==> src/rtl/bids_pkg.sv <==
// Shared types for the BIDS22 round sequencer: controller opcodes, error codes,
// response status values and the sequencer state encoding.
package bids_pkg;

  typedef enum logic [3:0] {
    OP_NOP       = 4'd0,
    OP_UNLOCK    = 4'd1,
    OP_LOCK      = 4'd2,
    OP_LOADX     = 4'd3,
    OP_LOADY     = 4'd4,
    OP_LOADZ     = 4'd5,
    OP_SETMASK   = 4'd6,
    OP_SETTIMER  = 4'd7,
    OP_BIDCHARGE = 4'd8
  } op_e;

  // Any nonzero controller err is a failure; only the "no error" value is named.
  localparam logic [2:0] ERR_NONE = 3'd0;

  typedef enum logic [2:0] {
    ST_OK         = 3'd0,
    ST_CFG_ERR    = 3'd1,
    ST_LOCK_ERR   = 3'd2,
    ST_UNLOCK_ERR = 3'd3,
    ST_TIMEOUT    = 3'd4
  } status_e;

  typedef enum logic [3:0] {
    S_WAIT_RDY = 4'd0,
    S_IDLE     = 4'd1,
    S_LDX      = 4'd2,
    S_LDY      = 4'd3,
    S_LDZ      = 4'd4,
    S_MASK     = 4'd5,
    S_TIMER    = 4'd6,
    S_COST     = 4'd7,
    S_LOCK     = 4'd8,
    S_START    = 4'd9,
    S_DRAIN    = 4'd10,
    S_RESULT   = 4'd11,
    S_DONE     = 4'd12
  } state_e;

  // States whose err sample can abort the request.
  function automatic logic is_abortable(input state_e s);
    return (s == S_LDX) || (s == S_LDY) || (s == S_LDZ) || (s == S_MASK) ||
           (s == S_TIMER) || (s == S_COST) || (s == S_LOCK);
  endfunction

endpackage

==> src/rtl/bids_watchdog.sv <==
// Loadable down-counter. o_expire is high during the last counted cycle, so a
// load of N marks the Nth cycle after the start edge.
module bids_watchdog #(
  parameter int W = 8
) (
  input  logic         clk,
  input  logic         reset_n,
  input  logic         i_start,
  input  logic         i_clear,
  input  logic [W-1:0] i_load,
  output logic         o_expire
);

  logic [W-1:0] r_cnt;
  logic         r_active;

  always_ff @(posedge clk) begin
    if (!reset_n || i_clear) begin
      r_cnt    <= '0;
      r_active <= 1'b0;
    end else if (i_start) begin
      r_cnt    <= i_load;
      r_active <= (i_load != '0);
    end else if (r_active) begin
      r_cnt <= r_cnt - 1'b1;
      if (r_cnt == W'(1)) r_active <= 1'b0;
    end
  end

  assign o_expire = r_active && (r_cnt == W'(1));

endmodule

==> src/rtl/bids_round_sequencer.sv <==
// Host-side initiator for the BIDS22 controller port: configures, locks, runs
// one round, collects the result and unlocks, then reports on a response port.
module bids_round_sequencer
  import bids_pkg::*;
#(
  parameter int WD_CYCLES = 64,
  parameter int RLEN_W    = 8
) (
  input  logic              clk,
  input  logic              reset_n,
  input  logic              req_valid,
  output logic              req_ready,
  input  logic [31:0]       req_x_init,
  input  logic [31:0]       req_y_init,
  input  logic [31:0]       req_z_init,
  input  logic [2:0]        req_mask,
  input  logic [3:0]        req_timer,
  input  logic [31:0]       req_bid_cost,
  input  logic [31:0]       req_key,
  input  logic [RLEN_W-1:0] req_round_len,
  output logic [3:0]        C_op,
  output logic [31:0]       C_data,
  output logic              C_start,
  input  logic              ready,
  input  logic [2:0]        err,
  input  logic              roundOver,
  input  logic [31:0]       maxBid,
  input  logic              X_win,
  input  logic              Y_win,
  input  logic              Z_win,
  output logic              resp_valid,
  input  logic              resp_ready,
  output logic [2:0]        resp_status,
  output logic [2:0]        resp_err,
  output logic [2:0]        resp_win,
  output logic [31:0]       resp_maxbid,
  output logic              resp_warn,
  output logic [3:0]        dbg_state
);

  localparam int WD_W = $clog2(WD_CYCLES + 1);
  localparam logic [WD_W-1:0] WD_LOAD = WD_CYCLES[WD_W-1:0];

  state_e            r_state;
  logic [31:0]       r_y;
  logic [31:0]       r_z;
  logic [2:0]        r_mask;
  logic [3:0]        r_timer;
  logic [31:0]       r_cost;
  logic [31:0]       r_key;
  logic [RLEN_W-1:0] r_round_len;

  logic              w_op_err;
  logic [RLEN_W-1:0] w_rlen;
  logic              w_rnd_start;
  logic              w_rnd_expire;
  logic              w_wd_start;
  logic              w_wd_expire;
  logic              w_clear;

  assign w_op_err    = is_abortable(r_state) && (err != ERR_NONE);
  assign w_rlen      = (r_round_len == '0) ? RLEN_W'(1) : r_round_len;
  assign w_rnd_start = (r_state == S_LOCK) && !w_op_err;
  assign w_wd_start  = (r_state == S_DRAIN);
  assign w_clear     = (r_state == S_DONE);
  assign dbg_state   = r_state;

  bids_watchdog #(.W(RLEN_W)) u_round_cnt (
    .clk      (clk),
    .reset_n  (reset_n),
    .i_start  (w_rnd_start),
    .i_clear  (w_clear),
    .i_load   (w_rlen),
    .o_expire (w_rnd_expire)
  );

  bids_watchdog #(.W(WD_W)) u_result_wd (
    .clk      (clk),
    .reset_n  (reset_n),
    .i_start  (w_wd_start),
    .i_clear  (w_clear),
    .i_load   (WD_LOAD),
    .o_expire (w_wd_expire)
  );

  // Both ports: a transfer happens on the rising edge where valid and ready are
  // both high; valid and its payload stay fixed until that edge.
  always_ff @(posedge clk) begin
    if (!reset_n) begin
      r_state     <= S_WAIT_RDY;
      r_y         <= '0;
      r_z         <= '0;
      r_mask      <= '0;
      r_timer     <= '0;
      r_cost      <= '0;
      r_key       <= '0;
      r_round_len <= '0;
      C_op        <= OP_NOP;
      C_data      <= '0;
      C_start     <= 1'b0;
      req_ready   <= 1'b0;
      resp_valid  <= 1'b0;
      resp_status <= ST_OK;
      resp_err    <= '0;
      resp_win    <= '0;
      resp_maxbid <= '0;
      resp_warn   <= 1'b0;
    end else if (w_op_err) begin
      r_state     <= S_DONE;
      C_op        <= OP_NOP;
      C_data      <= '0;
      resp_valid  <= 1'b1;
      resp_status <= (r_state == S_LOCK) ? ST_LOCK_ERR : ST_CFG_ERR;
      resp_err    <= err;
      resp_win    <= '0;
      resp_maxbid <= '0;
    end else begin
      case (r_state)
        S_WAIT_RDY: begin
          if (ready) begin
            r_state   <= S_IDLE;
            req_ready <= 1'b1;
          end
        end
        S_IDLE: begin
          if (req_valid && req_ready) begin
            r_y         <= req_y_init;
            r_z         <= req_z_init;
            r_mask      <= req_mask;
            r_timer     <= req_timer;
            r_cost      <= req_bid_cost;
            r_key       <= req_key;
            r_round_len <= req_round_len;
            req_ready   <= 1'b0;
            resp_warn   <= 1'b0;
            r_state     <= S_LDX;
            C_op        <= OP_LOADX;
            C_data      <= req_x_init;
          end
        end
        S_LDX: begin
          r_state <= S_LDY;
          C_op    <= OP_LOADY;
          C_data  <= r_y;
        end
        S_LDY: begin
          r_state <= S_LDZ;
          C_op    <= OP_LOADZ;
          C_data  <= r_z;
        end
        S_LDZ: begin
          r_state <= S_MASK;
          C_op    <= OP_SETMASK;
          C_data  <= {29'b0, r_mask};
        end
        S_MASK: begin
          r_state <= S_TIMER;
          C_op    <= OP_SETTIMER;
          C_data  <= {28'b0, r_timer};
        end
        S_TIMER: begin
          r_state <= S_COST;
          C_op    <= OP_BIDCHARGE;
          C_data  <= r_cost;
        end
        S_COST: begin
          r_state <= S_LOCK;
          C_op    <= OP_LOCK;
          C_data  <= r_key;
        end
        S_LOCK: begin
          r_state <= S_START;
          C_op    <= OP_NOP;
          C_data  <= '0;
          C_start <= 1'b1;
        end
        S_START: begin
          // Errors while the round runs are only reported, never fatal.
          if (err != ERR_NONE) resp_warn <= 1'b1;
          if (w_rnd_expire) begin
            r_state <= S_DRAIN;
            C_start <= 1'b0;
          end
        end
        S_DRAIN: begin
          r_state <= S_RESULT;
          C_op    <= OP_UNLOCK;
          C_data  <= r_key;
        end
        S_RESULT: begin
          if (roundOver) begin
            r_state     <= S_DONE;
            C_op        <= OP_NOP;
            C_data      <= '0;
            resp_valid  <= 1'b1;
            resp_status <= (err == ERR_NONE) ? ST_OK : ST_UNLOCK_ERR;
            resp_err    <= err;
            resp_win    <= {X_win, Y_win, Z_win};
            resp_maxbid <= maxBid;
          end else if (w_wd_expire) begin
            r_state     <= S_DONE;
            C_op        <= OP_NOP;
            C_data      <= '0;
            resp_valid  <= 1'b1;
            resp_status <= ST_TIMEOUT;
            resp_err    <= '0;
            resp_win    <= '0;
            resp_maxbid <= '0;
          end
        end
        S_DONE: begin
          if (resp_ready) begin
            r_state    <= S_IDLE;
            resp_valid <= 1'b0;
            req_ready  <= 1'b1;
          end
        end
        default: r_state <= S_WAIT_RDY;
      endcase
    end
  end

endmodule
==> config.mk <==
export PLATFORM = sky130hd
export DESIGN_NAME = bids_round_sequencer
export DESIGN_NICKNAME = d
export VERILOG_FILES = /design/src/rtl/bids_pkg.sv /design/src/rtl/bids_watchdog.sv /design/src/rtl/bids_round_sequencer.sv
export SDC_FILE = /design/constraint.sdc
export NUM_CORES = 1
export LEC_CHECK = 0
export BUFFER_PORTS_ARGS = -buffer_cell sky130_fd_sc_hd__buf_2
export CAP_MARGIN = 40
export CORE_MARGIN = 2
export CORE_UTILIZATION = 52
export DETAILED_ROUTE_END_ITERATION = 10
export PLACE_DENSITY_LB_ADDON = 0.2
export SYNTH_ARGS = -nofsm -noshare
export SYNTH_HDL_FRONTEND = slang
export SYNTH_SLANG_ARGS = --single-unit
==> constraint.sdc <==
create_clock -name clk -period 2.1 [get_ports clk]
set_input_delay 0.21 -clock clk [delete_from_list [all_inputs] [get_ports clk]]
set_output_delay 0.21 -clock clk [all_outputs]
set_load 0.02 [all_outputs]
==> results.sh, run 1 <==
export IMPL_async_reset_ff_share_pct=0
export IMPL_pre_cts_ws_ns=0.09785
export IMPL_io_buffers=303
export IMPL_cts_buffers_inserted=26
export IMPL_drive_gt1_share_pct=25.36
export IMPL_antenna_found_initial=1
export IMPL_place_area_um2=12550
export IMPL_vias=11640
export IMPL_final_cell_area_um2=15330
export IMPL_wire_per_inst_um=18.16
export IMPL_postSynthAreaPerCell_um2=7.977
export IMPL_syn_nets=1542
export IMPL_ant_nets=0
export IMPL_cts_tree="yes"
export IMPL_core_region_area_um2=20040
export IMPL_area_growth_syn_to_layout_pct=45.75
export IMPL_nets=2015
export IMPL_worstPathCellList="or4_4 > or4_4 > o2bb2ai_4 > nor3_4 > mux2i_1"
export IMPL_finalSetupViolCount=0
export IMPL_cts_htree_levels=1
export IMPL_clk_pin_slew_ns=0.06
export IMPL_p_per_area_nw_per_um2=1009
export IMPL_grt_total_usage_pct=33.89
export IMPL_dieHeight_um=146.2
export IMPL_cp_end_kind="flop"
export IMPL_maxSlewViolCount=0
export IMPL_crit_path_top_delay_cell="or4_4"
export IMPL_ios=304
export IMPL_crit_buf_inv=0
export IMPL_grt_pass1_wl_mm=59.23
export IMPL_rsz0062_at_grt="false"
export IMPL_syn_inst=1319
export IMPL_postRouteWirelength_mm=37.78
export IMPL_overflow=0
export IMPL_die_area_um2=21390
export IMPL_hold_class="input port to flop"
export IMPL_drc=0
export IMPL_status="complete, no violations"
export IMPL_peakVddDrop_v=0.0006581
export IMPL_cts_num_sinks=245
export IMPL_clockBufferDepth=3
export IMPL_final_hold_viol_count=0
export IMPL_max_stage_delay_ns=0.56
export IMPL_place_congestion=0.9234
export IMPL_period_minus_slack_ns=2.007
export IMPL_crit_top_cell="or4_4"
export IMPL_yosysWarnings=0
export IMPL_skew_ns=0.01452
export IMPL_start_kind="flop"
export IMPL_die_x_um=146.2
export IMPL_p_leak_nw=6.021
export IMPL_synth_ff_type="dfxtp_1"
export IMPL_worstSetupPathType="flop to flop"
export IMPL_clk_latency_ns=0.53
export IMPL_vias_per_cell=5.595
export IMPL_synth_edf_count=0
export IMPL_grt_max_degree=113
export IMPL_grt_pass1_vias=11300
export IMPL_max_slew_margin_rel_pct=62.54
export IMPL_hpwlAfterDp_mm=22.77
export IMPL_rows=52
export IMPL_netlist_area_um2=10520
export IMPL_cp_max_fo=5
export IMPL_cap_violations=0
export IMPL_crit_family="simple AND/OR/NAND/NOR gates"
export IMPL_finalCritPeriodShare_pct=95.57
export IMPL_critPathArrivalTime_ns=2.45
export IMPL_max_freq_ghz=0.4983
export IMPL_dr_pass1_iters=5
export IMPL_tightestPinTransition_ns=0.5619
export IMPL_layout_setup_ws_ns=0.09298
export IMPL_worst_ep_required_time_ns=2.55
export IMPL_ys_seq_elements=245
export IMPL_drtIter0Drc=828
export IMPL_root_buffer="clkbuf_16"
export IMPL_initial_core_util_pct=52.50
export IMPL_synth_yosys_seq_area_share_pct=46.62
export IMPL_yosysUniqueCellTypes=58
-- registers in the layout, summed over array words and instances (netlist names), 3 cells and up --
name / flops
resp_err: 3
dbg_state: 4
u_result_wd.r_cnt: 7
resp_win: 3
resp_status: 3
r_mask: 3
r_cost: 32
r_round_len: 8
r_timer: 4
C_op: 4
r_y: 32
r_z: 32
resp_maxbid: 32
C_data: 32
r_key: 32
u_round_cnt.r_cnt: 8
-- where the power goes --
group | total, W | switching (W) | leakage, nW | internal [W]
Clock | 0.00452 | 0.00189 | 0.407 | 0.00263
Sequential | 0.00552 | 0.000346 | 1.98 | 0.00517
Combinational | 0.00543 | 0.00329 | 3.63 | 0.00214
Total | 0.0155 | 0.00553 | 6.02 | 0.00994
-- layer usage --
layer	vias to the layer above	share of wire [%]	global-route usage [%]
met5	-	0	0
met1	5416	41	44.47
met2	648	47	56.77
met3	115	8.2	5.438
met4	0	3.8	12.28
li1	5464	-	-
-- worst reg2reg max path, cell delays in order, from the launching register on --
cell	delay (ns)
dfxtp_1	0.34
or4_4	0.56
or4_4	0.53
o2bb2ai_4	0.17
nor3_4	0.13
mux2i_1	0.19
-- layout make-up --
class	count	area, um^2
fillers	1407	4705
clock buffers	34	711.9
inverters	13	51.30
flip-flops and latches	245	4908
clock inverters	12	118.9
diodes	1	2.502
repair buffers	556	4081
multi-input cells	950	5122
well taps	270	337.8
-- logic make-up (layout without fill, tap and decap cells) --
group / count (synthesis) / in the layout / synth area share, %
AO/OA/AOI/OAI: 371 / 371 / 21.61
XOR/XNOR: 15 / 15 / 1.249
adder cells (fa/ha/maj): 4 / 4 / 0.4757
buffers and inverters: 124 / 615 / 5.161
flip-flops: 245 / 245 / 46.62
multiplexers: 37 / 37 / 3.556
other: 0 / 1 / 0
AND/OR/NAND/NOR: 523 / 523 / 21.33
-- cells in the final DEF, fill, tap and decap left out, types with 2 or more instances in the layout --
| cell | count |
|---|---|
| nand2_1 | 343 |
| buf_2 | 303 |
| dfxtp_1 | 242 |
| a21oi_1 | 194 |
| dlygate4sd3_1 | 193 |
| nor2_1 | 68 |
| buf_4 | 46 |
| a211oi_1 | 37 |
| o21ai_0 | 35 |
| a22oi_1 | 35 |
| mux2i_1 | 34 |
| nand3_1 | 33 |
| o211ai_1 | 30 |
| or2_2 | 28 |
| clkbuf_16 | 27 |
| nor3_1 | 15 |
| buf_12 | 13 |
| inv_1 | 12 |
| xnor2_1 | 12 |
| nand2b_1 | 9 |
| o21ai_1 | 8 |
| clkinv_2 | 7 |
| nor2b_1 | 6 |
| clkbuf_1 | 6 |
| a31oi_1 | 5 |
| or3_1 | 4 |
| o22ai_1 | 4 |
| ha_1 | 4 |
| or4_4 | 3 |
| xor2_1 | 3 |
| mux2_2 | 3 |
| a221o_1 | 3 |
| dfxtp_2 | 3 |
| or2b_2 | 2 |
| nor4_1 | 2 |
| a31oi_4 | 2 |
| o41ai_1 | 2 |
| bufinv_16 | 2 |
| clkinvlp_4 | 2 |
-- repair_timing --
action | 4_1_cts | 5_1_grt
hold endpoints to repair | 193 | 0
hold buffers | 193 | 0
setup endpoints to repair | 0 | 8
setup buffers | 0 | 2
resized for setup | 0 | 1
-- metrics by stage --
stage | instances | util, % | setup TNS, ns | hold WS [ns] | power, W
after floorplan | 1319 | - | 0 | 0.3460 | 0.008618
after global placement | 1838 | 62.51 | -3.198 | 0.4403 | 0.01045
after detailed placement | 1839 | 62.64 | 0 | 0.4463 | 0.01058
after CTS | 2078 | 76.43 | 0 | 0.0003467 | 0.01532
after global routing | 2081 | 76.52 | 0 | 0.02056 | 0.01612
final | 2081 | 76.52 | 0 | 0.006553 | 0.01547
-- path summary, 6_finish.rpt --
check	startpoint	to	slack [ns]	cells after the start
worst max-delay path	u_round_cnt.r_cnt[2]	dbg_state[0]	0.09	5
worst min-delay path	req_x_init[20]	C_data[20]	0.007	3
worst max register to register	u_round_cnt.r_cnt[2]	dbg_state[0]	0.09	5
worst min register to register	r_y[15]	r_y[15]	0.45	2
-- Yosys cell counts, drive strengths merged, types with 16 or more instances --
library cell / count / share of area (%)
nor2: 69 / 2.5
dfxtp: 245 / 47
a21oi: 194 / 9.2
nand2: 343 / 12
or2: 28 / 1.7
nor3: 16 / 0.87
nand3: 33 / 1.6
a211oi: 37 / 2.6
buf: 48 / 2.4
clkbuf: 63 / 2.3
o21ai: 43 / 2.0
o211ai: 31 / 2.3
a22oi: 35 / 2.5
mux2i: 34 / 3.2
No activity file was read; power rests on OpenSTA's default activity.
==> run 2, diff against run 1 <==
--- a/config.mk
+++ b/config.mk
@@ -10,6 +10,7 @@
 export CORE_MARGIN = 2
 export CORE_UTILIZATION = 52
 export DETAILED_ROUTE_END_ITERATION = 10
+export MAX_ROUTING_LAYER = met4
 export PLACE_DENSITY_LB_ADDON = 0.2
 export SYNTH_ARGS = -nofsm -noshare
 export SYNTH_HDL_FRONTEND = slang
==> results.sh, run 2 (same netlist as run 1, synthesis figures left out) <==
export IMPL_status="complete, no violations"
export IMPL_r2r_cells=5
export IMPL_drt_met1_wl_mm=15.86
export IMPL_fillCellCount=1389
export IMPL_cts_num_sinks=245
export IMPL_period_minus_slack_ns=2.027
export IMPL_p_leak_nw=6.046
export IMPL_r2r_start="u_round_cnt.r_cnt[2]"
export IMPL_vias_per_cell=5.574
export IMPL_core_region_area_um2=20040
export IMPL_ios=304
export IMPL_finalCritPeriodShare_pct=96.52
export IMPL_power_w=0.01547
export IMPL_final_hold_viol_count=0
export IMPL_drc=0
export IMPL_min_path_cells=3
export IMPL_worst_ep_required_time_ns=2.56
export IMPL_peakVddDrop_v=0.0006650
export IMPL_clk_latency_ns=0.53
export IMPL_cp_max_fo=5
export IMPL_cts_tree="yes"
export IMPL_drtIter0Drc=937
export IMPL_hold_class="input port to flop"
export IMPL_dr_pass1_iters=5
export IMPL_tightestPinTransition_ns=0.5204
export IMPL_overflow=0
export IMPL_vias=11630
export IMPL_min_to="C_data[16]"
export IMPL_wire_per_inst_um=18.52
export IMPL_post_cts_buffers=0
export IMPL_grt_max_degree=113
export IMPL_cp_end_kind="flop"
export IMPL_instances_no_fill=2086
export IMPL_cts_buffers_inserted=26
export IMPL_postRouteWirelength_mm=38.63
export IMPL_maxSlewViolCount=0
export IMPL_finalSetupViolCount=0
export IMPL_dr_wl_met2_mm=18.41
export IMPL_final_cell_mix="nand2_1 (343), buf_2 (303), dfxtp_1 (240)"
export IMPL_grt_pass1_wl_mm=60.74
export IMPL_critPathArrivalTime_ns=2.48
export IMPL_start_kind="flop"
export IMPL_area_growth_syn_to_layout_pct=46.22
export IMPL_clockBufferDepth=3
export IMPL_cts_htree_levels=1
export IMPL_max_slew_margin_rel_pct=65.07
export IMPL_p_per_area_nw_per_um2=1006
export IMPL_hpwlAfterDp_mm=22.92
export IMPL_dieHeight_um=146.2
export IMPL_io_buffers=303
export IMPL_place_inst=1844
export IMPL_rr_endpoint="dbg_state[0]"
export IMPL_wl_met3_mm=2.879
export IMPL_holdCritStartpoint="req_x_init[16]"
export IMPL_worst_r2r_setup_slack_ns=0.07
export IMPL_max_freq_ghz=0.4934
export IMPL_die_area_um2=21390
export IMPL_antenna_found_initial=4
export IMPL_root_buffer="clkbuf_16"
export IMPL_rsz0062_at_grt="false"
export IMPL_drive_gt1_share_pct=25.83
export IMPL_place_congestion=0.9488
export IMPL_layout_commonest_cell="nand2_1"
export IMPL_routed_top_layer="met4"
export IMPL_grt_total_usage_pct=36.03
export IMPL_grt_pass1_vias=11390
export IMPL_rows=52
export IMPL_ant_nets=0
export IMPL_cap_violations=0
export IMPL_skew_ns=0.01477
export IMPL_clk_pin_slew_ns=0.07
export IMPL_nets=2017
export IMPL_initial_core_util_pct=52.50
export IMPL_worstSetupPathType="flop to flop"
export IMPL_die_x_um=146.2
[run 2: cell types whose count changed in the layout (fill, tap and decap cells not counted), sizes merged]
cell         change
buf              +3
diode            +3
clkinvlp         -1
dlygate4sd3      -1
inv              +1
[run 2: worst max path at each step]
stage | slack [ns] | endpoint | from | depth (start not counted)
6_report | 0.07 | dbg_state[0] | u_round_cnt.r_cnt[2] | 5
5_1_grt | 0.005 | resp_maxbid[16] | u_result_wd.r_cnt[1] | 9
4_1_cts | 0.04 | C_data[20] | dbg_state[3] | 7
3_5_place_dp | 0.01 | dbg_state[3] | u_round_cnt.r_cnt[2] | 5
3_3_place_gp | -0.10 | C_op[1] | u_result_wd.r_cnt[1] | 7
2_1_floorplan | 0.08 | r_cost[0] | dbg_state[0] | 8
[run 2: final cells by class]
class	instances	area [um^2]	area share, %
clock inverter	12	116.4	0.7563
inverter	13	51.30	0.3334
clock buffer	34	721.9	4.693
timing repair buffer	558	4099	26.64
sequential	245	4911	31.92
multi-input combinational	950	5137	33.39
antenna	4	10.01	0.06506
tap	270	337.8	2.196
[run 2: critical path, stage by stage (launching register included)]
cell and delay (ns):
dfxtp_2 0.34, or4_4 0.56, or4_4 0.53, o2bb2ai_4 0.18
nor3_4 0.13, mux2i_1 0.21
[run 2: routing by layer]
| metal | global-route usage (%) | vias up |
|---|---|---|
| met3 | 5.375 | 124 |
| li1 | - | 5469 |
| met1 | 45.68 | 5432 |
| met2 | 58.25 | 603 |
| met4 | 14.22 | 0 |
| met5 | - | - |
[run 2: where the power goes]
group	switching [W]	internal (W)	total (W)
clock network	0.00189	0.00266	0.00456
logic	0.00326	0.00212	0.00538
registers	0.000364	0.00518	0.00554
[run 2: through the flow]
step           TNS (ns)  util (%)  setup WS [ns]  cell area, um^2  hold WS, ns
6_report              0     76.77        0.07315            15380     0.004329
5_1_grt               0     76.77       0.005410            15380      0.01835
2_1_floorplan         0         -        0.08496            10520       0.3460
3_5_place_dp          0     62.86        0.01491            12600       0.4459
3_3_place_gp     -2.377     62.76        -0.1038            12580       0.4391
4_1_cts               0     76.65        0.03827            15360     0.001759
[run 2: repair_timing]
action / 4_1_cts / 5_1_grt
hold endpoints to repair: 192 / 0
resized for setup: 1 / 6
hold buffers: 192 / 0
endpoints found under the setup margin: 1 / 58
pin swaps: 0 / 2
==> run 3, diff against run 2 <==
--- a/config.mk
+++ b/config.mk
@@ -8,7 +8,7 @@
 export BUFFER_PORTS_ARGS = -buffer_cell sky130_fd_sc_hd__buf_2
 export CAP_MARGIN = 40
 export CORE_MARGIN = 2
-export CORE_UTILIZATION = 52
+export CORE_UTILIZATION = 30
 export DETAILED_ROUTE_END_ITERATION = 10
 export MAX_ROUTING_LAYER = met4
 export PLACE_DENSITY_LB_ADDON = 0.2
==> results.sh, run 3 (same netlist as run 1, synthesis figures left out) <==
export IMPL_drc=0
export IMPL_hold_class="input port to flop"
export IMPL_p_sw_w=0.005745
export IMPL_io_buffers=303
export IMPL_cts_num_sinks=245
export IMPL_power_w=0.01619
export IMPL_pwr_share_clk_pct=31.0
export IMPL_cap_violations=0
export IMPL_antenna_found_initial=3
export IMPL_hpwlAfterDp_mm=25.32
export IMPL_cts_buffers_inserted=29
export IMPL_multi_input_area_um2=5122
export IMPL_clk_pin_slew_ns=0.06
export IMPL_final_hold_viol_count=0
export IMPL_cp_max_fo=32
export IMPL_worst_r2r_setup_slack_ns=0.07
export IMPL_register_area_um2=4911
export IMPL_crit_start="dbg_state[3]"
export IMPL_combPwrFrac_pct=35.0
export IMPL_postRouteWirelength_mm=38.57
export IMPL_seq_power_share_pct=34.0
export IMPL_setup_worst_path_end="C_data[25]"
export IMPL_tightestPinTransition_ns=0.6331
export IMPL_worstPathCellList="buf_4 > or3_1 > a31oi_4 > buf_12 > o211ai_1 > o21ai_0"
export IMPL_place_congestion=0.8225
export IMPL_grt_total_usage_pct=20.75
export IMPL_rows=68
export IMPL_drive_gt1_share_pct=25.30
export IMPL_grt_pass1_vias=10650
export IMPL_r2r_cells=6
export IMPL_max_freq_ghz=0.4932
export IMPL_dieHeight_um=191.3
export IMPL_worstSetupPathType="flop to flop"
export IMPL_worst_ep_required_time_ns=2.55
export IMPL_status="complete, no violations"
export IMPL_skew_ns=0.01952
export IMPL_final_cell_mix="nand2_1 (343), buf_2 (303), dfxtp_1 (242)"
export IMPL_max_slew_margin_rel_pct=57.79
export IMPL_crit_path_top_delay_cell="or3_1"
export IMPL_grt_max_degree=91
export IMPL_finalCritPeriodShare_pct=96.56
export IMPL_overflow=0
export IMPL_layout_setup_ws_ns=0.07227
export IMPL_clockBufferDepth=3
export IMPL_core_region_area_um2=34540
export IMPL_nets=2032
export IMPL_p_per_area_nw_per_um2=1015
export IMPL_rsz0062_at_grt="true"
export IMPL_root_buffer="clkbuf_16"
export IMPL_peakVddDrop_v=0.0005852
export IMPL_rr_endpoint="C_data[25]"
export IMPL_r2r_start="dbg_state[3]"
export IMPL_dr_pass1_iters=5
export IMPL_ant_nets=0
export IMPL_cts_tree="yes"
export IMPL_fin_setup_tns_ns=0
export IMPL_ios=304
export IMPL_clk_latency_ns=0.56
export IMPL_area_growth_syn_to_layout_pct=51.65
export IMPL_critPathArrivalTime_ns=2.48
export IMPL_maxSlewViolCount=0
export IMPL_die_area_um2=36580
export IMPL_period_minus_slack_ns=2.028
export IMPL_wire_per_inst_um=16.86
export IMPL_max_stage_delay_ns=0.41
export IMPL_fillCellCount=3422
export IMPL_pre_cts_ws_ns=-0.03275
export IMPL_drtIter0Drc=568
export IMPL_grt_pass1_wl_mm=58.14
export IMPL_layout_commonest_cell="nand2_1"
export IMPL_start_kind="flop"
export IMPL_cts_htree_levels=1
export IMPL_p_leak_nw=6.179
export IMPL_finalSetupViolCount=0
export IMPL_p_int_w=0.01044
export IMPL_vias=11060
export IMPL_initial_core_util_pct=30.46
export IMPL_cp_end_kind="flop"
export IMPL_vias_per_cell=4.833
export IMPL_p_sw_share_pct=35.49
export IMPL_die_x_um=191.3
[run 3: cell count changes in the layout (fill, tap and decap cells not counted), moves of 2 or more]
cell           delta
clkbuf_16         +3
a22oi_1           +2
clkbuf_8          +5
dfxtp_2           -3
clkinv_2          -2
buf_4            -14
dlygate4sd3_1    +18
dfxtp_1           +2
buf_12            +7
a22oi_2           -2
[run 3: critical path, delay by kind of cell, from the launching register on]
| kind | cells | cell delay (ns) |
|---|---|---|
| compound gates | 3 | 0.63 |
| buf+inv | 2 | 0.43 |
| simple gates | 1 | 0.41 |
| flops | 1 | 0.40 |
[run 3: final cells by class]
| type | count | share of cell area (%) |
|---|---|---|
| Timing Repair Buffer | 570 | 27.20 |
| Sequential cell | 245 | 30.78 |
| Clock buffer | 41 | 5.270 |
| Clock inverter | 11 | 0.7136 |
| Tap cell | 455 | 3.568 |
| Inverter | 13 | 0.3215 |
| Antenna cell | 3 | 0.04705 |
| Multi-Input combinational cell | 950 | 32.10 |
[run 3: power groups by stage]
stage / clock network, W / logic (W) / registers, W
after floorplan: 0 / 0.00266 / 0.00595
after global placement: 0 / 0.00523 / 0.00558
after detailed placement: 0 / 0.00525 / 0.00559
after CTS: 0.00517 / 0.00557 / 0.00550
after global routing: 0.00535 / 0.00611 / 0.00557
final: 0.00502 / 0.00566 / 0.00550
[run 3: worst min path at each step]
| stage | startpoint | to | cells past startpoint |
|---|---|---|---|
| after floorplan | req_y_init[0] | r_y[0] | 2 |
| after detailed placement | r_y[2] | r_y[2] | 2 |
| after global routing | reset_n | dbg_state[2] | 3 |
| final | req_x_init[23] | C_data[23] | 3 |
| after CTS | req_x_init[25] | C_data[25] | 3 |
| after global placement | r_y[1] | r_y[1] | 2 |
[run 3: metrics by stage]
stage | std cells | util (%) | instance area (um^2) | hold slack, ns
floorplan | 1319 | - | 10520 | 0.3460
global placement | 2021 | 37.18 | 12840 | 0.4408
detailed placement | 2021 | 37.18 | 12840 | 0.4452
CTS | 2283 | 46.04 | 15900 | 0.0009550
global route | 2288 | 46.19 | 15960 | 0.009205
finish | 2288 | 46.19 | 15960 | 0.02541
[run 3: what timing repair did]
item,CTS,global route
setup buffers,0,1
cloned,0,1
gates resized for setup,1,4
endpoints found under the setup margin,1,5
hold endpoints to repair,210,0
hold buffers,210,0
pin swaps,0,2
[run 3: per-layer routing]
metal,vias up,routed length (um),track usage [%]
met3,73,1904,2.130
li1,5514,-,-
met5,-,0,-
met2,339,17570,32.27
met1,5132,17960,28.28
met4,0,1130,6.598
